<file path="src/rtl/mc_pkg.sv">
// Shared definitions for the mc_ctrl32 multicycle sequencer: state codes,
// PC-source codes, Minisys-1A opcode/funct/rt constants and instruction classes.
package mc_pkg;

  // Sequencer states; the numeric codes are visible on the debug port
  typedef enum logic [2:0] {
    S_IF  = 3'd0,
    S_ID  = 3'd1,
    S_EX  = 3'd2,
    S_MEM = 3'd3,
    S_WB  = 3'd4,
    S_INT = 3'd5
  } state_t;

  // PC source select driven onto Wpc
  localparam logic [1:0] WPC_HOLD = 2'b00;
  localparam logic [1:0] WPC_SEQ  = 2'b10;
  localparam logic [1:0] WPC_JMP  = 2'b01;
  localparam logic [1:0] WPC_BR   = 2'b11;

  // Primary opcodes, instruction[31:26]
  localparam logic [5:0] OP_RTYPE  = 6'b000000;
  localparam logic [5:0] OP_REGIMM = 6'b000001;
  localparam logic [5:0] OP_J      = 6'b000010;
  localparam logic [5:0] OP_JAL    = 6'b000011;
  localparam logic [5:0] OP_BEQ    = 6'b000100;
  localparam logic [5:0] OP_BNE    = 6'b000101;
  localparam logic [5:0] OP_BLEZ   = 6'b000110;
  localparam logic [5:0] OP_BGTZ   = 6'b000111;
  localparam logic [5:0] OP_ADDI   = 6'b001000;
  localparam logic [5:0] OP_ADDIU  = 6'b001001;
  localparam logic [5:0] OP_SLTI   = 6'b001010;
  localparam logic [5:0] OP_SLTIU  = 6'b001011;
  localparam logic [5:0] OP_ANDI   = 6'b001100;
  localparam logic [5:0] OP_ORI    = 6'b001101;
  localparam logic [5:0] OP_XORI   = 6'b001110;
  localparam logic [5:0] OP_LUI    = 6'b001111;
  localparam logic [5:0] OP_LB     = 6'b100000;
  localparam logic [5:0] OP_LH     = 6'b100001;
  localparam logic [5:0] OP_LW     = 6'b100011;
  localparam logic [5:0] OP_LBU    = 6'b100100;
  localparam logic [5:0] OP_LHU    = 6'b100101;
  localparam logic [5:0] OP_SB     = 6'b101000;
  localparam logic [5:0] OP_SH     = 6'b101001;
  localparam logic [5:0] OP_SW     = 6'b101011;

  // R-type function codes that change control flow
  localparam logic [5:0] FN_JR   = 6'b001000;
  localparam logic [5:0] FN_JALR = 6'b001001;

  // REGIMM rt selectors
  localparam logic [4:0] RT_BLTZ   = 5'b00000;
  localparam logic [4:0] RT_BGEZ   = 5'b00001;
  localparam logic [4:0] RT_BLTZAL = 5'b10000;
  localparam logic [4:0] RT_BGEZAL = 5'b10001;

  // Instruction classes as seen by the sequencer
  typedef enum logic [3:0] {
    CL_ILLEGAL = 4'd0,
    CL_ALU_R   = 4'd1,
    CL_ALU_I   = 4'd2,
    CL_LOAD    = 4'd3,
    CL_STORE   = 4'd4,
    CL_BRANCH  = 4'd5,
    CL_J       = 4'd6,
    CL_JAL     = 4'd7,
    CL_JR      = 4'd8,
    CL_JALR    = 4'd9
  } iclass_t;

  // Where the sequencer goes after a PC-committing cycle: interrupt entry
  // if a request is pending, otherwise the next fetch.
  function automatic state_t boundary_next(input logic int_req);
    return int_req ? S_INT : S_IF;
  endfunction

endpackage

</file>
<file path="src/rtl/mc_decode.sv">
// Combinational instruction classifier for mc_ctrl32. Maps the IR fields
// opcode/funct/rt onto an instruction class, flags the REGIMM link forms
// (bltzal/bgezal) and marks anything it cannot classify as illegal.
module mc_decode
  import mc_pkg::*;
(
  input  logic [5:0] opcode,
  input  logic [5:0] funct,
  input  logic [4:0] rt,
  output logic [3:0] iclass,
  output logic       is_link,
  output logic       is_illegal
);

  iclass_t cls;

  // Classify the instruction; unknown encodings fall through as illegal
  always_comb begin
    cls     = CL_ILLEGAL;
    is_link = 1'b0;
    case (opcode)
      OP_RTYPE: begin
        if (funct == FN_JR) begin
          cls = CL_JR;
        end else if (funct == FN_JALR) begin
          cls = CL_JALR;
        end else begin
          cls = CL_ALU_R;
        end
      end
      OP_REGIMM: begin
        case (rt)
          RT_BLTZ, RT_BGEZ: begin
            cls = CL_BRANCH;
          end
          RT_BLTZAL, RT_BGEZAL: begin
            cls     = CL_BRANCH;
            is_link = 1'b1;
          end
          default: begin
            cls = CL_ILLEGAL;
          end
        endcase
      end
      OP_J:   cls = CL_J;
      OP_JAL: cls = CL_JAL;
      OP_BEQ, OP_BNE, OP_BLEZ, OP_BGTZ: begin
        cls = CL_BRANCH;
      end
      OP_ADDI, OP_ADDIU, OP_SLTI, OP_SLTIU,
      OP_ANDI, OP_ORI, OP_XORI, OP_LUI: begin
        cls = CL_ALU_I;
      end
      OP_LB, OP_LH, OP_LW, OP_LBU, OP_LHU: begin
        cls = CL_LOAD;
      end
      OP_SB, OP_SH, OP_SW: begin
        cls = CL_STORE;
      end
      default: begin
        cls = CL_ILLEGAL;
      end
    endcase
  end

  assign iclass     = cls;
  assign is_illegal = (cls == CL_ILLEGAL);

endmodule

</file>
<file path="src/rtl/mc_ctrl32.sv">
// mc_ctrl32: multicycle control sequencer for the Minisys-1A core.
// Steps one instruction at a time through IF/ID/EX/MEM/WB, stretching IF by
// IF_WAIT cycles for slow program ROM and MEM until mem_ready. Interrupt
// requests are taken only on the cycle that commits the PC, via a one-cycle
// INT state. Outputs are decoded from the registered state (plus the
// datapath condition inputs) and are forced low while reset is asserted.
// Build option: define MC_PERF_CNT_EN to add the cyc_cnt/ret_cnt
// performance counters (CNT_W bits wide); without it the ports and the
// CNT_W parameter do not exist.
module mc_ctrl32
  import mc_pkg::*;
#(
  parameter int IF_WAIT = 0
`ifdef MC_PERF_CNT_EN
  ,
  parameter int CNT_W = 32
`endif
) (
  input  logic       clock,
  input  logic       reset,
  input  logic [5:0] opcode,
  input  logic [5:0] funct,
  input  logic [4:0] rt,
  input  logic       branch_taken,
  input  logic       mem_ready,
  input  logic       int_req,
  output logic       Wir,
  output logic [1:0] Wpc,
  output logic       PCWrite,
  output logic       RegWrite,
  output logic       MemRead,
  output logic       MemWrite,
  output logic       flush,
  output logic       int_ack,
  output logic       illegal,
  output logic [2:0] state
`ifdef MC_PERF_CNT_EN
  ,
  output logic [CNT_W-1:0] cyc_cnt,
  output logic [CNT_W-1:0] ret_cnt
`endif
);

  localparam logic [3:0] IF_LAST = 4'(IF_WAIT);

  state_t     state_q;
  state_t     state_d;
  logic [3:0] wait_q;
  logic       taken_q;
  logic       if_done;
  logic [3:0] cls_bits;
  iclass_t    cls;
  logic       is_link;
  logic       is_illegal;

  mc_decode u_decode (
    .opcode     (opcode),
    .funct      (funct),
    .rt         (rt),
    .iclass     (cls_bits),
    .is_link    (is_link),
    .is_illegal (is_illegal)
  );

  assign cls     = iclass_t'(cls_bits);
  assign if_done = (wait_q == IF_LAST);
  assign state   = state_q;

  // State register; reset abandons whatever instruction was in flight
  always_ff @(posedge clock or negedge reset) begin
    if (!reset) begin
      state_q <= S_IF;
    end else begin
      state_q <= state_d;
    end
  end

  // IF stretch counter and the branch condition captured in EX for link branches
  always_ff @(posedge clock or negedge reset) begin
    if (!reset) begin
      wait_q  <= 4'd0;
      taken_q <= 1'b0;
    end else begin
      if (state_q == S_IF && !if_done) begin
        wait_q <= wait_q + 4'd1;
      end else begin
        wait_q <= 4'd0;
      end
      if (state_q == S_EX) begin
        taken_q <= branch_taken;
      end
    end
  end

  // Next-state selection; every PC-committing cycle is an interrupt boundary
  always_comb begin
    state_d = state_q;
    case (state_q)
      S_IF: begin
        if (if_done) begin
          state_d = S_ID;
        end
      end
      S_ID: begin
        if (is_illegal) begin
          state_d = boundary_next(int_req);
        end else begin
          case (cls)
            CL_J, CL_JR:     state_d = boundary_next(int_req);
            CL_JAL, CL_JALR: state_d = S_WB;
            default:         state_d = S_EX;
          endcase
        end
      end
      S_EX: begin
        case (cls)
          CL_BRANCH:         state_d = is_link ? S_WB : boundary_next(int_req);
          CL_LOAD, CL_STORE: state_d = S_MEM;
          default:           state_d = S_WB;
        endcase
      end
      S_MEM: begin
        if (mem_ready) begin
          state_d = (cls == CL_LOAD) ? S_WB : boundary_next(int_req);
        end
      end
      S_WB: begin
        state_d = boundary_next(int_req);
      end
      S_INT: begin
        state_d = S_IF;
      end
      default: begin
        state_d = S_IF;
      end
    endcase
  end

  // Moore-style strobe decode; everything stays low while reset is held
  always_comb begin
    Wir      = 1'b0;
    Wpc      = WPC_HOLD;
    PCWrite  = 1'b0;
    RegWrite = 1'b0;
    MemRead  = 1'b0;
    MemWrite = 1'b0;
    flush    = 1'b0;
    int_ack  = 1'b0;
    illegal  = 1'b0;
    if (reset) begin
      case (state_q)
        S_IF: begin
          Wir = if_done;
        end
        S_ID: begin
          if (is_illegal) begin
            illegal = 1'b1;
            PCWrite = 1'b1;
            Wpc     = WPC_SEQ;
          end else if (cls == CL_J || cls == CL_JR) begin
            PCWrite = 1'b1;
            Wpc     = WPC_JMP;
          end
        end
        S_EX: begin
          if (cls == CL_BRANCH && !is_link) begin
            PCWrite = 1'b1;
            Wpc     = branch_taken ? WPC_BR : WPC_SEQ;
          end
        end
        S_MEM: begin
          MemRead  = (cls == CL_LOAD);
          MemWrite = (cls == CL_STORE);
          if (mem_ready && cls == CL_STORE) begin
            PCWrite = 1'b1;
            Wpc     = WPC_SEQ;
          end
        end
        S_WB: begin
          RegWrite = 1'b1;
          PCWrite  = 1'b1;
          case (cls)
            CL_JAL, CL_JALR: Wpc = WPC_JMP;
            CL_BRANCH:       Wpc = taken_q ? WPC_BR : WPC_SEQ;
            default:         Wpc = WPC_SEQ;
          endcase
        end
        S_INT: begin
          flush   = 1'b1;
          PCWrite = 1'b1;
          Wpc     = WPC_SEQ;
          int_ack = 1'b1;
        end
        default: begin
          Wpc = WPC_HOLD;
        end
      endcase
    end
  end

`ifdef MC_PERF_CNT_EN
  logic [CNT_W-1:0] cyc_q;
  logic [CNT_W-1:0] ret_q;

  // Free-running cycle count and count of retired instructions (PC commits outside INT)
  always_ff @(posedge clock or negedge reset) begin
    if (!reset) begin
      cyc_q <= '0;
      ret_q <= '0;
    end else begin
      cyc_q <= cyc_q + CNT_W'(1);
      if (PCWrite && state_q != S_INT) begin
        ret_q <= ret_q + CNT_W'(1);
      end
    end
  end

  assign cyc_cnt = cyc_q;
  assign ret_cnt = ret_q;
`endif

endmodule

</file>
<file path="config.mk">
export PLATFORM = sky130hd
export DESIGN_NAME = mc_ctrl32
export DESIGN_NICKNAME = d
export VERILOG_FILES = /design/src/rtl/mc_pkg.sv /design/src/rtl/mc_decode.sv /design/src/rtl/mc_ctrl32.sv
export SDC_FILE = /design/constraint.sdc
export NUM_CORES = 1
export LEC_CHECK = 0
export BUFFER_PORTS_ARGS = -buffer_cell sky130_fd_sc_hd__buf_2
export CAP_MARGIN = 20
export CELL_PAD_IN_SITES_DETAIL_PLACEMENT = 0
export CELL_PAD_IN_SITES_GLOBAL_PLACEMENT = 1
export CORE_UTILIZATION = 38
export DETAILED_ROUTE_END_ITERATION = 8
export PLACE_DENSITY_LB_ADDON = 0.15
export SLEW_MARGIN = 15
export SYNTH_ARGS = -nofsm -noshare
export SYNTH_HDL_FRONTEND = slang
export SYNTH_HIERARCHICAL = 1
export SYNTH_SLANG_ARGS = --single-unit
</file>
<file path="constraint.sdc">
create_clock -name clock -period 3.05 [get_ports clock]
set_clock_uncertainty 0.15 [all_clocks]
set_input_delay 0.1525 -clock clock [delete_from_list [all_inputs] [get_ports clock]]
set_output_delay 0.1525 -clock clock [all_outputs]
set_load 0.1 [all_outputs]
</file>
==> flow_summary.yaml, run 1 <==
min_path:
  min_from: "branch_taken"
  hold_depth: 2
  hp-class: "input pin to flip-flop"
clocking:
  root_buffer: "clkbuf_4"
  cts_setup_buffers: 0
  cts.sinks: 8
  clock_path_buffers: 2
  cts.htree.levels: 1
  cts_buffers: 3
  clk_latency_ns: 0.25
  tritoncts: "yes"
  clk_pin_slew_worst_paths_ns: 0.06
synth:
  yosysTopAreaCellShare_pct: 20.18
  synth_most_common_cell: "nor2_1"
  synth-main-ff-cell: "dfrtp_1"
  synth_nets: 148
  yosysWarnings: 6
  async_flop_share_pct: 100.0
  synth_area_um2: 992.2
  synth_area_leaders: "dfrtp_1, nor2_1, inv_1, nand2_1, nor4_2"
  synth_edf_count: 0
  syn_area_per_cell_um2: 8.002
  ys_top_cells_by_count: "nor2_1, inv_1, nand2_1"
  ys_seq_area_share_pct: 20.18
  syn_inst: 124
  post-synth-top-area-cell: "dfrtp_1"
  ys_types: 49
  synth-seq-cells: 8
final_layout:
  fillerInstances: 245
  diodes: 0
  final_area_mm2: 0.001310
  nNetsFinal: 184
  syn_to_final_growth_pct: 32.03
  drive_above_1_share_pct: 39.87
drt:
  post_drt_wl_per_cell_um: 14.28
  drc: 0
  firstDrtPassIters: 4
  drt_iter0_drc: 37
  vias: 1052
  wirelength_mm: 2.684
  detail-route-antenna-nets: 0
  vias_per_cell: 5.596
setup_path:
  worstPathCellList: "buf_2, nor4b_4, and4bb_1, o32ai_2, nor3b_4, a31oi_1, o32a_1, o41ai_4, buf_12"
  path_class: "input pin to output port"
  startpoint_type: "input pin"
  critPathSlowestCell: "o41ai_4"
  worstPathRequired_ns: 2.75
  cp_data_arrival_time_ns: 2.50
  r2r_start: "state[1]"
  end_kind: "output port"
  slowest_delay_ns: 0.39
  rr_worst_depth: 4
  cp-startpoint: "rt[1]"
  cp_max_fo: 7
outcome:
  status: "finished, final reports clean"
die:
  fp.dieH_um: 53.10
  dieArea_mm2: 0.002820
  coreArea_mm2: 0.002477
  rows: 18
  die-width_um: 53.10
  start_util_pct: 40.05
  io_pins: 35
placement:
  place.gp.congestion: 0.7897
  dpl_cell_area_mm2: 0.001274
  place_hpwl_mm: 2.105
  port_buffers: 33
pwr:
  swShare_pct: 61.94
  power_frac_comb_pct: 69.7
  clockPowerShare_pct: 8.6
  p_int_mw: 0.3653
  irDropWorstVdd_uv: 583.5
  leakage_nw: 0.5641
  switching_power_mw: 0.5944
  p_seq_share_pct: 21.7
  finalPower_mw: 0.9598
  power.density_mw_per_mm2: 732.6
timing:
  fin_crit_sh_pct: 91.75
  rsz0062_at_grt: "no"
  hold_violations: 0
  max_freq_mhz: 357.3
  finalSetupViolations: 0
  period_minus_slack_ns: 2.798
  slew_violations: 0
  relSlewSlack_pct: 55.63
  worst_slew_pin_slew_ns: 0.6655
grt:
  track_usage_pct: 21.14
  grt_overflow: 0
  grt_pass1_wl_mm: 4.422
  antenna_found_initial: 0
  grt_pass1_vias: 951
  grt_max_degree: 16
flow_run:
  maxCapViolCount: 0
==> layer usage <==
metal | wire (µm) | vias up | GRT usage (%)
met2 | 1221 | 35 | 29.75
met3 | 160 | 6 | 3.736
li1 | - | 534 | -
met5 | 0 | - | 0
met1 | 1263 | 477 | 31.14
met4 | 38 | 0 | 8.333
==> power by group through the flow <==
stage,sequential [mW],clock [mW],combinational [mW]
2_1_floorplan,0.280,0,0.462
3_3_place_gp,0.211,0,0.668
3_5_place_dp,0.208,0,0.667
4_1_cts,0.206,0.0847,0.670
5_1_grt,0.218,0.0897,0.711
6_report,0.208,0.0823,0.669
==> sequential cells by signal, indices dropped and copies added (netlist names) <==
signal / count
taken_q: 1
state: 3
wait_q: 4
==> repair_timing <==
action	4_1_cts	5_1_grt
gates resized for setup	0	1
hold buffers	1	0
setup endpoints to repair	0	1
endpoints found under the hold margin	8	0
==> cells by family (layout without fill, tap and decap cells) <==
family | after synthesis | after routing | share of synthesized area (%)
compound gates | 31 | 31 | 26.36
xor+xnor | 2 | 2 | 1.766
fa+ha+maj | 2 | 2 | 2.522
buf+inv | 17 | 51 | 7.818
flops | 8 | 8 | 20.18
mux | 1 | 1 | 1.135
simple gates | 63 | 63 | 40.23
==> area by class of cell <==
| type | count | area (µm²) | share of cell area (%) |
|---|---|---|---|
| Timing Repair Buffer | 36 | 235.2 | 17.96 |
| Sequential cell | 8 | 202.7 | 15.47 |
| Multi-Input combinational cell | 99 | 767.0 | 58.55 |
| Tap cell | 30 | 37.54 | 2.865 |
| Clock buffer | 3 | 22.52 | 1.719 |
| Inverter | 12 | 45.04 | 3.438 |
==> worst max-delay path, delay by kind of cell <==
kind / cells / cell delay (ns)
buffers and inverters: 2 / 0.34
and+or+nand+nor: 3 / 0.94
AOI/OAI and AO/OA: 4 / 1.06
==> metrics by stage <==
stage	setup WS, ns	hold WS (ns)	util, %	std cells	setup TNS, ns
3_5_place_dp	0.2091	-0.09210	51.41	184	0
4_1_cts	0.1885	0.006316	52.73	188	0
2_1_floorplan	-0.1257	-0.2931	-	124	-0.2285
6_report	0.2515	0.01415	52.88	188	0
3_3_place_gp	0.2386	-0.09846	51.41	184	0
5_1_grt	0.1469	0.008407	52.88	188	0
==> layout by cell type (no fill, tap or decap), drive strengths merged, types with 2 or more instances in the layout <==
cell / count
a21oi: 8
nor4: 3
a31oi: 5
a32o: 2
and4bb: 2
nand2: 12
nor3: 6
nand2b: 3
dfrtp: 8
ha: 2
nor2: 13
a311oi: 2
nor4b: 2
inv: 12
nor3b: 4
nand4: 2
buf: 35
nor2b: 4
clkbuf: 3
o21ai: 2
nand3: 4
==> final timing paths <==
kind | to | slack, ns
hold reg to reg | wait_q[0] | 0.35
setup reg to reg | state[2] | 1.24
min in group asynchronous | state[2] | 0.17
max in group asynchronous | state[0] | 2.33
setup / recovery | PCWrite | 0.25
hold / removal | taken_q | 0.01
Note: power is estimated with default switching activity, not from simulation.
==> inputs of run 2 (changes only) <==
--- a/config.mk
+++ b/config.mk
@@ -9,11 +9,10 @@
 export CAP_MARGIN = 20
 export CELL_PAD_IN_SITES_DETAIL_PLACEMENT = 0
 export CELL_PAD_IN_SITES_GLOBAL_PLACEMENT = 1
-export CORE_UTILIZATION = 38
+export CORE_UTILIZATION = 37
 export DETAILED_ROUTE_END_ITERATION = 8
 export PLACE_DENSITY_LB_ADDON = 0.15
 export SLEW_MARGIN = 15
 export SYNTH_ARGS = -nofsm -noshare
 export SYNTH_HDL_FRONTEND = slang
-export SYNTH_HIERARCHICAL = 1
 export SYNTH_SLANG_ARGS = --single-unit
==> flow_summary.yaml, run 2 <==
placement:
  port_buffers: 33
  place.gp.congestion: 0.8481
  dp_slack_ns: 0.5773
  place_hpwl_mm: 1.983
final_layout:
  drive_above_1_share_pct: 31.65
  largest_reg_flops: 4
  nNetsFinal: 184
  fillerInstances: 269
  regMostFlops: "wait_q"
  syn_to_final_growth_pct: 25.16
  mostFrequentLayoutCell: "buf_2"
  final_cell_mix: "buf_2, nor2_1, nand2_1"
  diodes: 0
clocking:
  clock_path_buffers: 2
  cts.htree.levels: 1
  clk_pin_slew_worst_paths_ns: 0.05
  holdBufCountCts: 2
  post_cts_resized: 0
  cts.sinks: 8
  root_buffer: "clkbuf_4"
  clk_latency_ns: 0.25
  cts_buffers: 3
  cts_setup_buffers: 0
  tritoncts: "yes"
flow_run:
  maxCapViolCount: 0
synth:
  post-synth-top-area-cell: "dfrtp_1"
  synth_area_leaders: "dfrtp_1, nand2b_1, nor2_1, nand2_1, a21oi_1"
  synth-seq-cells: 8
  yosysTopAreaCellShare_pct: 20.75
  synth_area_um2: 964.7
  synth-main-ff-cell: "dfrtp_1"
  async_flop_share_pct: 100.0
  ys_types: 49
  synth_nets: 150
  synth_most_common_cell: "nor2_1"
  ys_seq_area_share_pct: 20.75
  syn_area_per_cell_um2: 7.656
  syn_inst: 126
  ys_top_cells_by_count: "nor2_1, nand2_1, dfrtp_1, nand2b_1"
  synth_edf_count: 0
  yosysWarnings: 0
die:
  start_util_pct: 38.94
  coreArea_mm2: 0.002477
  die-width_um: 53.06
  io_pins: 35
  rows: 18
  fp.dieH_um: 53.06
  dieArea_mm2: 0.002815
drt:
  post_drt_wl_per_cell_um: 13.03
  wirelength_mm: 2.449
  firstDrtPassIters: 4
  wl_met1_mm: 1.144
  dr_wl_met2_mm: 1.195
  drc: 0
  vias: 1022
  vias_per_cell: 5.436
  drt_iter0_drc: 14
  maxUsedRoutingLayer: "met4"
  detail-route-antenna-nets: 0
  wl_met3_um: 92
timing:
  max_freq_mhz: 380.9
  period_minus_slack_ns: 2.625
  fin_crit_sh_pct: 86.08
  worst_slew_pin_slew_ns: 0.6160
  relSlewSlack_pct: 58.65
  slew_violations: 0
  setup_slack_ns: 0.4246
  finalSetupViolations: 0
  rsz0062_at_grt: "no"
  setup_tns_ns: 0
  hold_violations: 0
pwr:
  irDropWorstVdd_uv: 568.5
  finalPower_mw: 0.8150
  power.density_mw_per_mm2: 675.0
  leakage_nw: 0.5220
setup_path:
  end_kind: "output port"
  path_class: "flip-flop to output port"
  worstPathRequired_ns: 2.75
  cp_data_arrival_time_ns: 2.32
  startpoint_type: "flip-flop"
  cp_max_fo: 13
grt:
  grt_overflow: 0
  antenna_found_initial: 0
  track_usage_pct: 19.55
  grt_max_degree: 15
  grt_pass1_vias: 865
  grt_pass1_wl_mm: 3.939
outcome:
  status: "finished, final reports clean"
min_path:
  hp-class: "input pin to flip-flop"
[run 2: cell type report]
| type | count | area, µm² | share of cell area (%) |
|---|---|---|---|
| multi-input combinational | 105 | 735.7 | 60.93 |
| sequential | 8 | 200.2 | 16.58 |
| timing repair buffer | 35 | 185.2 | 15.34 |
| tap | 30 | 37.54 | 3.109 |
| inverter | 7 | 26.28 | 2.176 |
| clock buffer | 3 | 22.52 | 1.865 |
[run 2: path summary, 6_finish.rpt]
check,from,end,slack [ns],cells past startpoint
setup / recovery,state[0],PCWrite,0.42,5
hold / removal,int_req,state[0],0.09,3
setup reg to reg,state[0],state[0],1.29,4
hold reg to reg,wait_q[0],wait_q[0],0.34,1
max in group asynchronous,reset,state[2],2.41,2
min in group asynchronous,reset,wait_q[2],0.14,2
[run 2: worst max-delay path, stage by stage, from the launching register on]
cell      delay, ns
dfrtp_1        0.59
nor3b_1        0.37
nor2b_2        0.27
a311oi_1       0.20
a31oi_4        0.21
buf_2          0.44
[run 2: cells by family after synthesis]
logic type                 count (synthesis)  synth area share (%)
buffers and inverters                     13                 6.486
and+or+nand+nor                           66                 41.89
muxes                                      1                 1.038
DFF                                        8                 20.75
AOI/OAI and AO/OA                         34                 25.42
xor gates and xnor gates                   2                 1.816
adders and majority gates                  2                 2.594
[run 2: layer usage]
| layer | up-vias | GRT usage [%] |
|---|---|---|
| li1 | 528 | - |
| met2 | 28 | 32.70 |
| met5 | - | 0 |
| met1 | 464 | 25.47 |
| met4 | 0 | 9.211 |
| met3 | 2 | 0.8621 |
[run 2: per-stage QoR]
stage	hold slack, ns	utilization (%)	cells	cell area [µm²]
final	0.08860	48.74	188	1207
after global routing	0.1065	48.74	188	1207
after CTS	0.07639	48.74	188	1207
after detailed placement	-0.1169	47.02	183	1165
after global placement	-0.1176	47.02	183	1165
after floorplan	-0.2931	-	126	998.5
[run 2: power by group]
group | switching, mW | leakage, nW | internal, mW
registers | 0.0475 | 0.107 | 0.129
clock network | 0.0342 | 0.0138 | 0.0449
logic | 0.431 | 0.402 | 0.129
total | 0.513 | 0.522 | 0.302
